==> config.mk <==
export PLATFORM = sky130hd
export DESIGN_NAME = fp_addsub_seq
export DESIGN_NICKNAME = d
export VERILOG_FILES = /design/src/rtl/fp_addsub_seq.sv
export SDC_FILE = /design/constraint.sdc
export NUM_CORES = 1
export LEC_CHECK = 0
export BUFFER_PORTS_ARGS = -buffer_cell sky130_fd_sc_hd__buf_2
export CORE_MARGIN = 5
export CORE_UTILIZATION = 50
export DETAILED_ROUTE_END_ITERATION = 16
export PLACE_DENSITY = 0.64
export SLEW_MARGIN = 20
export SYNTH_ARGS = -nofsm -noshare
export SYNTH_HDL_FRONTEND = slang
export SYNTH_SLANG_ARGS = --single-unit
==> constraint.sdc <==
create_clock -name clk -period 10.95 [get_ports clk]
set_input_delay 3.285 -clock clk [delete_from_list [all_inputs] [get_ports clk]]
set_output_delay 3.285 -clock clk [all_outputs]
set_load 0.03 [all_outputs]
==> src/rtl/fp_addsub_seq.sv <==
// Multi-cycle IEEE-754-style floating-point adder/subtractor with start/done handshake.
// One operation in flight: IDLE -> ALIGN -> ADD -> NORM -> ROUND, fixed latency.
module fp_addsub_seq #(
  parameter int EXP_W = 8,
  parameter int MAN_W = 23
) (
  input  logic                   clk,
  input  logic                   rst,
  input  logic                   add_start,
  input  logic                   mode,
  input  logic [EXP_W+MAN_W:0]   op1,
  input  logic [EXP_W+MAN_W:0]   op2,
  output logic [EXP_W+MAN_W:0]   add_result,
  output logic                   add_done,
  output logic                   add_busy,
  output logic                   add_overflow,
  output logic                   add_underflow
);

  localparam int W   = 1 + EXP_W + MAN_W;
  localparam int SW  = MAN_W + 4;
  localparam int EW  = EXP_W + 2;
  localparam int LZW = $clog2(SW + 1);
  localparam logic [EXP_W-1:0] EXP_ONES = {EXP_W{1'b1}};

  typedef enum logic [2:0] {
    S_IDLE  = 3'd0,
    S_ALIGN = 3'd1,
    S_ADD   = 3'd2,
    S_NORM  = 3'd3,
    S_ROUND = 3'd4
  } state_t;

  function automatic logic [LZW-1:0] lzc(input logic [SW-1:0] v);
    logic [LZW-1:0] n;
    n = LZW'(SW);
    for (int i = 0; i < SW; i++) begin
      if (v[i]) begin
        n = LZW'(SW - 1 - i);
      end else begin
        n = n;
      end
    end
    return n;
  endfunction

  // Right shift that folds every discarded bit into the sticky position (bit 0).
  function automatic logic [SW-1:0] shr_sticky(input logic [SW-1:0] v, input logic [EXP_W-1:0] d);
    logic [SW-1:0] mask;
    logic [SW-1:0] r;
    if (32'(d) >= 32'(MAN_W + 3)) begin
      r = {{(SW-1){1'b0}}, |v};
    end else begin
      mask = ~({SW{1'b1}} << d);
      r    = v >> d;
      r[0] = r[0] | (|(v & mask));
    end
    return r;
  endfunction

  state_t          state_q, state_d;
  logic [W-1:0]    a_q, a_d, b_q, b_d;
  logic            sign_q, sign_d, eff_sub_q, eff_sub_d;
  logic [EW-1:0]   exp_q, exp_d;
  logic [SW-1:0]   siga_q, siga_d, sigb_q, sigb_d;
  logic [SW:0]     sum_q, sum_d;
  logic [SW-1:0]   man_q, man_d;
  logic            zero_q, zero_d, spec_q, spec_d;
  logic [W-1:0]    spec_res_q, spec_res_d;
  logic [W-1:0]    result_q, result_d;
  logic            done_q, done_d, busy_q, busy_d, ovf_q, ovf_d, unf_q, unf_d;

  logic [EXP_W-1:0] ea_c, eb_c, big_e_c, sml_e_c;
  logic [MAN_W-1:0] fa_c, fb_c, big_f_c, sml_f_c;
  logic             sa_c, sb_c, a_zero_c, b_zero_c, a_nan_c, b_nan_c, a_inf_c, b_inf_c;
  logic             swap_c, big_s_c, big_zero_c, sml_zero_c, spec_hit_c;
  logic [SW-1:0]    sig_big_c, sig_sml_c, aligned_c;
  logic [W-1:0]     spec_val_c;
  logic [SW:0]      sum_c;
  logic [LZW-1:0]   lz_c;
  logic [SW-1:0]    norm_man_c;
  logic [EW-1:0]    norm_exp_c;
  logic             round_up_c, ovf_c, unf_c;
  logic [MAN_W+1:0] mant_c;
  logic [EW-1:0]    exp_r_c;
  logic [MAN_W-1:0] frac_r_c;

  // Datapath for every stage, evaluated from the registered stage state.
  always_comb begin
    sa_c     = a_q[W-1];
    sb_c     = b_q[W-1];
    ea_c     = a_q[W-2:MAN_W];
    eb_c     = b_q[W-2:MAN_W];
    a_zero_c = (ea_c == {EXP_W{1'b0}});
    b_zero_c = (eb_c == {EXP_W{1'b0}});
    a_nan_c  = (ea_c == EXP_ONES) && (a_q[MAN_W-1:0] != {MAN_W{1'b0}});
    b_nan_c  = (eb_c == EXP_ONES) && (b_q[MAN_W-1:0] != {MAN_W{1'b0}});
    a_inf_c  = (ea_c == EXP_ONES) && (a_q[MAN_W-1:0] == {MAN_W{1'b0}});
    b_inf_c  = (eb_c == EXP_ONES) && (b_q[MAN_W-1:0] == {MAN_W{1'b0}});
    fa_c     = a_zero_c ? {MAN_W{1'b0}} : a_q[MAN_W-1:0];
    fb_c     = b_zero_c ? {MAN_W{1'b0}} : b_q[MAN_W-1:0];

    swap_c     = {eb_c, fb_c} > {ea_c, fa_c};
    big_s_c    = swap_c ? sb_c : sa_c;
    big_e_c    = swap_c ? eb_c : ea_c;
    big_f_c    = swap_c ? fb_c : fa_c;
    big_zero_c = swap_c ? b_zero_c : a_zero_c;
    sml_e_c    = swap_c ? ea_c : eb_c;
    sml_f_c    = swap_c ? fa_c : fb_c;
    sml_zero_c = swap_c ? a_zero_c : b_zero_c;
    sig_big_c  = big_zero_c ? {SW{1'b0}} : {1'b1, big_f_c, 3'b000};
    sig_sml_c  = sml_zero_c ? {SW{1'b0}} : {1'b1, sml_f_c, 3'b000};
    aligned_c  = shr_sticky(sig_sml_c, big_e_c - sml_e_c);

    spec_hit_c = a_nan_c | b_nan_c | a_inf_c | b_inf_c;
    if (a_nan_c || b_nan_c || (a_inf_c && b_inf_c && (sa_c != sb_c))) begin
      spec_val_c = {1'b0, EXP_ONES, 1'b1, {(MAN_W-1){1'b0}}};
    end else if (a_inf_c) begin
      spec_val_c = {sa_c, EXP_ONES, {MAN_W{1'b0}}};
    end else begin
      spec_val_c = {sb_c, EXP_ONES, {MAN_W{1'b0}}};
    end

    sum_c = eff_sub_q ? ({1'b0, siga_q} - {1'b0, sigb_q}) : ({1'b0, siga_q} + {1'b0, sigb_q});

    lz_c = lzc(sum_q[SW-1:0]);
    if (sum_q[SW]) begin
      norm_man_c = {sum_q[SW:2], sum_q[1] | sum_q[0]};
      norm_exp_c = exp_q + {{(EW-1){1'b0}}, 1'b1};
    end else begin
      norm_man_c = sum_q[SW-1:0] << lz_c;
      norm_exp_c = exp_q - EW'(lz_c);
    end

    // Nearest-even: guard set and (round | sticky | lsb) rounds up.
    round_up_c = man_q[2] & (man_q[1] | man_q[0] | man_q[3]);
    mant_c     = {1'b0, man_q[SW-1:3]} + {{(MAN_W+1){1'b0}}, round_up_c};
    exp_r_c    = exp_q + {{(EW-1){1'b0}}, mant_c[MAN_W+1]};
    frac_r_c   = mant_c[MAN_W+1] ? mant_c[MAN_W:1] : mant_c[MAN_W-1:0];
    unf_c      = exp_r_c[EW-1] | (exp_r_c == {EW{1'b0}});
    ovf_c      = !exp_r_c[EW-1] && (exp_r_c >= {2'b00, EXP_ONES});
  end

  // Next-state and register-update selection for the control FSM.
  always_comb begin
    state_d    = state_q;
    a_d        = a_q;
    b_d        = b_q;
    sign_d     = sign_q;
    eff_sub_d  = eff_sub_q;
    exp_d      = exp_q;
    siga_d     = siga_q;
    sigb_d     = sigb_q;
    sum_d      = sum_q;
    man_d      = man_q;
    zero_d     = zero_q;
    spec_d     = spec_q;
    spec_res_d = spec_res_q;
    result_d   = result_q;
    done_d     = 1'b0;
    busy_d     = busy_q;
    ovf_d      = ovf_q;
    unf_d      = unf_q;
    case (state_q)
      S_IDLE: begin
        if (add_start) begin
          a_d     = op1;
          b_d     = {op2[W-1] ^ mode, op2[W-2:0]};
          busy_d  = 1'b1;
          ovf_d   = 1'b0;
          unf_d   = 1'b0;
          state_d = S_ALIGN;
        end else begin
          state_d = S_IDLE;
        end
      end
      S_ALIGN: begin
        siga_d     = sig_big_c;
        sigb_d     = aligned_c;
        exp_d      = {2'b00, big_e_c};
        sign_d     = big_s_c;
        eff_sub_d  = sa_c ^ sb_c;
        spec_d     = spec_hit_c;
        spec_res_d = spec_val_c;
        state_d    = S_ADD;
      end
      S_ADD: begin
        sum_d   = sum_c;
        state_d = S_NORM;
      end
      S_NORM: begin
        man_d   = norm_man_c;
        exp_d   = norm_exp_c;
        zero_d  = (sum_q == {(SW+1){1'b0}});
        state_d = S_ROUND;
      end
      S_ROUND: begin
        done_d  = 1'b1;
        busy_d  = 1'b0;
        state_d = S_IDLE;
        if (spec_q) begin
          result_d = spec_res_q;
        end else if (zero_q) begin
          result_d = {sign_q & ~eff_sub_q, {(W-1){1'b0}}};
        end else if (ovf_c) begin
          result_d = {sign_q, EXP_ONES, {MAN_W{1'b0}}};
          ovf_d    = 1'b1;
        end else if (unf_c) begin
          result_d = {sign_q, {(W-1){1'b0}}};
          unf_d    = 1'b1;
        end else begin
          result_d = {sign_q, exp_r_c[EXP_W-1:0], frac_r_c};
        end
      end
      default: begin
        state_d = S_IDLE;
        busy_d  = 1'b0;
      end
    endcase
  end

  // State and output registers with synchronous reset.
  always_ff @(posedge clk) begin
    if (rst) begin
      state_q    <= S_IDLE;
      a_q        <= {W{1'b0}};
      b_q        <= {W{1'b0}};
      sign_q     <= 1'b0;
      eff_sub_q  <= 1'b0;
      exp_q      <= {EW{1'b0}};
      siga_q     <= {SW{1'b0}};
      sigb_q     <= {SW{1'b0}};
      sum_q      <= {(SW+1){1'b0}};
      man_q      <= {SW{1'b0}};
      zero_q     <= 1'b0;
      spec_q     <= 1'b0;
      spec_res_q <= {W{1'b0}};
      result_q   <= {W{1'b0}};
      done_q     <= 1'b0;
      busy_q     <= 1'b0;
      ovf_q      <= 1'b0;
      unf_q      <= 1'b0;
    end else begin
      state_q    <= state_d;
      a_q        <= a_d;
      b_q        <= b_d;
      sign_q     <= sign_d;
      eff_sub_q  <= eff_sub_d;
      exp_q      <= exp_d;
      siga_q     <= siga_d;
      sigb_q     <= sigb_d;
      sum_q      <= sum_d;
      man_q      <= man_d;
      zero_q     <= zero_d;
      spec_q     <= spec_d;
      spec_res_q <= spec_res_d;
      result_q   <= result_d;
      done_q     <= done_d;
      busy_q     <= busy_d;
      ovf_q      <= ovf_d;
      unf_q      <= unf_d;
    end
  end

  assign add_result    = result_q;
  assign add_done      = done_q;
  assign add_busy      = busy_q;
  assign add_overflow  = ovf_q;
  assign add_underflow = unf_q;

endmodule

==> metrics.yaml, run 1 <==
outcome:
  status: "finished, final reports clean"
timing:
  worstMarginPinSlew_ns: 1.04
  post-route-min-period_ns: 6.87
  setup_viol: 0
  drv_slew: 0
  clock.fmax_ghz: 0.146
  layout_setup_ws_ns: 4.08
  hold_violations: 0
  maxSlewHeadroom_pct: 29.8
  tns_ns: 0
  grt_setup_unrepaired: "no"
  period_share_pct: 62.8
  fin_worst_hold_slack_ns: 0.451
  fin_skew_ns: 0.0112
floorplanning:
  die_area_sq_um: 36000
  dieWidth_microns: 190
  die-height_microns: 190
  num_rows: 65
  io_pins: 104
  coreArea_sq_um: 31700
  initial_utilization_pct: 51.0
drt:
  postRouteAntennaNets: 0
  drc: 0
  firstDrtPassIters: 6
  wl_per_cell_microns: 19.9
  drt-total-wl_microns: 52900
  drt_iter0_markers: 1422
  route.vias.total: 16252
  via_per_inst: 6.12
worst_setup_path:
  r2r-end: "sigb_q[7]"
  reg2reg_slack_ns: 4.08
  reg2reg_depth: 20
  startpoint_type: "flip-flop"
  cp_max_fo: 74
  worstPathArrival_ns: 7.27
  worstPathRequired_ns: 11.35
  worstSetupPathType: "reg -> reg"
  end_kind: "flip-flop"
  reg2reg_from: "b_q[27]"
logic_synthesis:
  postSynthCellCount: 2238
  synth_area_leaders: "dfxtp_1, a21oi_1, nand2_1"
  synth_area_per_cell_sq_um: 7.22
  synthTopCellsByCount: "nand2_1, nor2_1, a21oi_1"
  syn_area_sq_um: 16200
  ys_ff_latch: 226
  async_flop_share_pct: 0
  synthesis.nets: 2378
  yosysMostFrequentCell: "nand2_1"
  synth_top_cell_area_share_pct: 28.0
  synth-edff-count: 0
  synth-main-ff-cell: "dfxtp_1"
  synth.yosys.seq_area_share_pct: 28.0
  yosys.area.top_type: "dfxtp_1"
  ys_warn_count: 0
  ys_types: 84
hold_path:
  hold_path_depth: 2
  hp-class: "reg -> reg"
  holdPathEnd: "add_result[6]"
  min_from: "add_result[6]"
global_routing:
  grt_pass1_vias: 15021
  grt_max_degree: 83
  grtUsageTotal_pct: 28.1
  antenna_found_initial: 0
  globalRouteOverflowTotal: 0
  grt_pass1_wl_microns: 83300
cts:
  cts_tree: "done"
  cts_buffer_depth: 3
  ctsResizeCount: 0
  post_cts.repair.setup_buffers: 0
  cts_hold_buf: 0
  cts_inserted_buffers: 26
  cts_sinks: 226
  htreeDepth: 1
  cts_root_buf: "clkbuf_16"
  clkLatencyLatePin_ns: 0.53
  clk_pin_slew_ns: 0.06
final_layout:
  stdcell_count: 2655
  syn_to_final_growth_pct: 9.27
  drive_gt1_share_pct: 10.0
  post-route-util_pct: 55.7
  n_antenna_cell: 0
  final_area_sq_um: 17700
  num-nets-final: 2378
pwr:
  internal-power_mw: 2.29
  pwr_density_cell_nw_per_um2: 242
  power.switching_mw: 1.98
  switching_share_pct: 46.3
  power_frac_clock_pct: 20.5
  seqPwrFrac_pct: 22.8
  power_mw: 4.27
  p_leak_nw: 7.08
  pwr-share-comb_pct: 56.7
  ir_drop_mv: 0.175
run:
  cap_violations: 0
placement:
  portBuffers: 103
  place.gp.congestion: 0.960
  placedCellCount: 2612
  place_hpwl_microns: 39800
  place_ws_ns: 4.20
  post_dp_cell_area_sq_um: 16800
-- kinds of logic (layout without fill, tap and decap cells) --
| logic type | after synthesis | count (layout) | share of synthesized area [%] |
|---|---|---|---|
| AOI/OAI and AO/OA | 639 | 639 | 24.9 |
| xor gates and xnor gates | 94 | 94 | 5.09 |
| adders and majority gates | 73 | 73 | 5.68 |
| buffers and inverters | 223 | 238 | 5.38 |
| DFF | 226 | 226 | 28.0 |
| muxes | 111 | 111 | 7.24 |
| and+or+nand+nor | 872 | 872 | 23.7 |
-- registers in the layout, indices dropped and copies added (netlist names) --
signal         flops
a_q               32
add_busy           1
add_done           1
add_overflow       1
add_result        32
add_underflow      1
b_q               32
eff_sub_q          1
exp_q             10
man_q             27
siga_q            24
sigb_q            27
sign_q             1
spec_q             1
spec_res_q         3
state_q            3
sum_q             28
zero_q             1
-- power by group through the flow --
stage               combinational (mW)  clock [mW]  sequential (mW)
global placement                  2.36           0            0.987
finish                            2.42       0.878            0.973
CTS                               2.39       0.892            0.971
detailed placement                2.37           0            0.989
global route                      2.63       0.929            0.981
floorplan                         1.83           0            0.943
-- final cells by class --
type,count,area (sq um)
fill,3217,14100
multi-input combinational,1789,10800
sequential,226,4520
clock buffer,35,726
timing repair buffer,129,717
tap,402,503
inverter,66,248
clock inverter,8,118
-- layout by cell type, fill, tap and decap left out, types with 11 or more instances in the layout --
cell and count:
nand2_1 349, nor2_1 277, a21oi_1 272, dfxtp_1 226, buf_2 102, o21ai_0 98
mux2i_1 82, ha_1 71, inv_1 66, xnor2_1 64, nor3_1 54, a211oi_1 44
nand3_1 39, a22oi_1 33, xor2_1 28, mux2_2 27, clkbuf_16 27, and2_1 26
buf_4 26, nor4_1 23, nand4_1 21, a31oi_1 20, a21o_1 16, o211ai_1 15
o31ai_1 13, nor2b_1 12, nand2b_1 12, o22ai_1 11, and3_1 11, a221oi_1 11
-- critical path, stage by stage, from the launching register on --
cell and delay [ns]:
dfxtp_1 0.40, nor4_1 0.40, nand2_1 0.65, and2_1 0.47, ha_1 0.32, nand4_2 0.17, nor4_2 0.37, o31ai_1 0.14
o2111a_2 0.24, a21oi_4 0.29, buf_4 0.65, mux2_2 0.44, a311oi_2 0.28, nor2_2 0.11, o221a_4 0.31, a221oi_4 0.29
buf_4 0.35, nor2_1 0.12, and4_1 0.30, a222oi_1 0.33, nor2_1 0.07
-- routing by layer --
metal | global-route usage [%] | vias up | share of wire, %
li1 | - | 7985 | -
met1 | 36.9 | 7632 | 43
met2 | 48.1 | 523 | 47
met3 | 2.97 | 112 | 5.2
met4 | 10.2 | 0 | 4.2
met5 | 0 | - | 0
-- how the worst max path moves through the flow --
stage / start / to / slack [ns] / depth (start not counted)
3_5_place_dp: b_q[27] / sigb_q[5] / 4.20 / 20
5_1_grt: b_q[28] / sigb_q[24] / 3.67 / 20
6_report: b_q[27] / sigb_q[7] / 4.08 / 20
4_1_cts: b_q[27] / sigb_q[5] / 4.18 / 20
2_1_floorplan: b_q[27] / sigb_q[2] / 5.38 / 27
3_3_place_gp: b_q[27] / sigb_q[7] / 4.44 / 20
(Power assumes the default switching activity.)
==> inputs of run 2 (changes only) <==
==> constraint.sdc (replaced) <==
create_clock -name clk -period 6.9 [get_ports clk]
set_input_delay 2.07 -clock clk [delete_from_list [all_inputs] [get_ports clk]]
set_output_delay 2.07 -clock clk [all_outputs]
set_load 0.03 [all_outputs]
==> metrics.yaml, run 2 (same netlist as run 1, synthesis figures left out) <==
final_layout:
  num-fill-cells: 3156  # -1.9%
  n_antenna_cell: 0  # unchanged
  layout_commonest_cell: "nand2_1"
  layout_common_cells: "nand2_1, nor2_1, a21oi_1"
  syn_to_final_growth_pct: 9.40
  drive_gt1_share_pct: 10.5  # +0.44 points
  final_area_sq_um: 17700  # +0.13%
  num-nets-final: 2387  # +0.38%
  stdcell_count: 2665  # +0.38%
drt:
  drc: 0  # unchanged
  wl_per_cell_microns: 19.6  # -1.6%
  firstDrtPassIters: 5  # -1
  via_per_inst: 6.07  # -0.77%
  drt-total-wl_microns: 52300  # -1.2%
  postRouteAntennaNets: 0  # unchanged
  drt_iter0_markers: 1382  # -2.8%
  route.vias.total: 16187  # -0.40%
hold_path:
  hp-class: "reg -> reg"
  holdPathEnd: "add_result[6]"
  hold_path_depth: 2  # unchanged
  min_from: "add_result[6]"
timing:
  worstMarginPinSlew_ns: 1.11  # +0.0639 ns
  drv_slew: 0  # unchanged
  hold_violations: 0  # unchanged
  tns_ns: 0  # unchanged
  layout_setup_ws_ns: 0.455  # -3.62 ns
  grt_setup_unrepaired: "no"
  period_share_pct: 93.4  # +31 points
  maxSlewHeadroom_pct: 25.6  # -4.3 points
  fin_skew_ns: 0.00907  # -0.00214 ns
  setup_viol: 0  # unchanged
  post-route-min-period_ns: 6.44  # -0.426 ns
  fin_worst_hold_slack_ns: 0.453  # +0.00215 ns
  clock.fmax_ghz: 0.155  # +6.6%
worst_setup_path:
  reg2reg_slack_ns: 0.46  # -3.62 ns
  worstPathArrival_ns: 6.88  # -0.39 ns
  reg2reg_from: "b_q[27]"
  startpoint_type: "flip-flop"
  end_kind: "flip-flop"
  worstSetupPathType: "reg -> reg"
  r2r-end: "sigb_q[2]"
  reg2reg_depth: 25  # +25%
  worstPathRequired_ns: 7.33  # -4.02 ns
  cp_max_fo: 26  # -65%
placement:
  post_dp_cell_area_sq_um: 16900  # +0.40%
  place_hpwl_microns: 39500  # -0.79%
  portBuffers: 103  # unchanged
  place_ws_ns: 0.603  # -3.60 ns
  placedCellCount: 2621  # +0.34%
  place.gp.congestion: 1.01  # +5.2%
pwr:
  p_leak_nw: 7.11  # +0.31%
  power_frac_clock_pct: 19.4  # -1.1 points
  seqPwrFrac_pct: 23.1  # +0.3 points
  pwr_density_cell_nw_per_um2: 380  # +57%
  ir_drop_mv: 0.263  # +50%
  power.switching_mw: 3.15  # +59%
  pwr-share-comb_pct: 57.5  # +0.8 points
  switching_share_pct: 46.9  # +0.52 points
  internal-power_mw: 3.57  # +56%
run:
  cap_violations: 0  # unchanged
floorplanning:
  io_pins: 104  # unchanged
  dieWidth_microns: 190  # unchanged
  num_rows: 65  # unchanged
  die_area_sq_um: 36000  # unchanged
  coreArea_sq_um: 31700  # unchanged
  initial_utilization_pct: 51.0  # unchanged
  die-height_microns: 190  # unchanged
cts:
  htreeDepth: 1  # unchanged
  cts_buffer_depth: 3  # unchanged
  clkLatencyLatePin_ns: 0.55  # +0.02 ns
  clk_pin_slew_ns: 0.06  # about the same
  cts_root_buf: "clkbuf_16"
  cts_inserted_buffers: 26  # unchanged
  cts_sinks: 226  # unchanged
  cts_tree: "done"
  post_cts.repair.setup_buffers: 0  # unchanged
  cts_hold_buf: 0  # unchanged
  ctsResizeCount: 0  # unchanged
global_routing:
  grt_max_degree: 109  # +31%
  grt_pass1_wl_microns: 82800  # -0.62%
  globalRouteOverflowTotal: 0  # unchanged
  grt_pass1_vias: 15137  # +0.77%
  grtUsageTotal_pct: 28.0  # -0.11 points
  antenna_found_initial: 1  # +1
outcome:
  status: "finished, final reports clean"
run 2: how the worst max path moves through the flow:
| stage | start | end | slack (ns) | cells past startpoint |
|---|---|---|---|---|
| 3_5_place_dp | b_q[28] | sigb_q[2] | 0.60 | 25 |
| 3_3_place_gp | b_q[27] | sigb_q[2] | 0.81 | 25 |
| 2_1_floorplan | b_q[27] | sigb_q[2] | 1.33 | 27 |
| 6_report | b_q[27] | sigb_q[2] | 0.46 | 25 |
| 4_1_cts | b_q[27] | sigb_q[2] | 0.57 | 25 |
| 5_1_grt | b_q[27] | sigb_q[2] | 0.11 | 25 |
run 2: power groups by stage:
stage	logic [mW]	registers [mW]	clock network, mW
finish	3.86	1.55	1.30
detailed placement	3.78	1.58	0
global route	4.21	1.56	1.38
CTS	3.80	1.55	1.33
global placement	3.78	1.58	0
floorplan	2.90	1.50	0
run 2: metal layers:
| layer | up-vias | share of wire, % | GRT usage (%) |
|---|---|---|---|
| met5 | - | 0 | 0 |
| met4 | 0 | 5.9 | 14.7 |
| met3 | 147 | 6.0 | 3.74 |
| met2 | 589 | 45 | 46.0 |
| met1 | 7441 | 43 | 36.0 |
| li1 | 8010 | - | - |
run 2: layout make-up:
| class | count | area [sq um] | share of cell area (%) |
|---|---|---|---|
| clock buffer | 35 | 724 | 4.10 |
| timing repair buffer | 138 | 788 | 4.46 |
| sequential | 226 | 4520 | 25.6 |
| tap | 402 | 503 | 2.84 |
| inverter | 66 | 248 | 1.40 |
| multi-input combinational | 1789 | 10800 | 61.2 |
| clock inverter | 9 | 70.1 | 0.396 |
run 2: per-stage QoR:
step | utilization (%) | power (mW)
after global placement | 53.2 | 5.35
after detailed placement | 53.2 | 5.35
after CTS | 55.7 | 6.68
final | 55.8 | 6.71
after floorplan | - | 4.40
after global routing | 55.8 | 7.15
run 2: critical path, stage by stage, from the launching register on:
cell and delay [ns]:
dfxtp_1 0.39, nor4_1 0.44, nand2_1 0.09, buf_4 0.24, and2_1 0.22, ha_1 0.32
nand4_2 0.17, nor4_2 0.37, nand3_1 0.11, o21ai_1 0.27, buf_4 0.25, a21oi_4 0.06
o22ai_1 0.26, inv_1 0.07, ha_1 0.19, a22o_1 0.21, nor3_1 0.26, nand2_1 0.17
nor3b_1 0.18, o221a_4 0.29, a221oi_4 0.83, buf_4 0.29, nor2_1 0.07, mux2_2 0.29
a22oi_1 0.18, o21ai_1 0.07
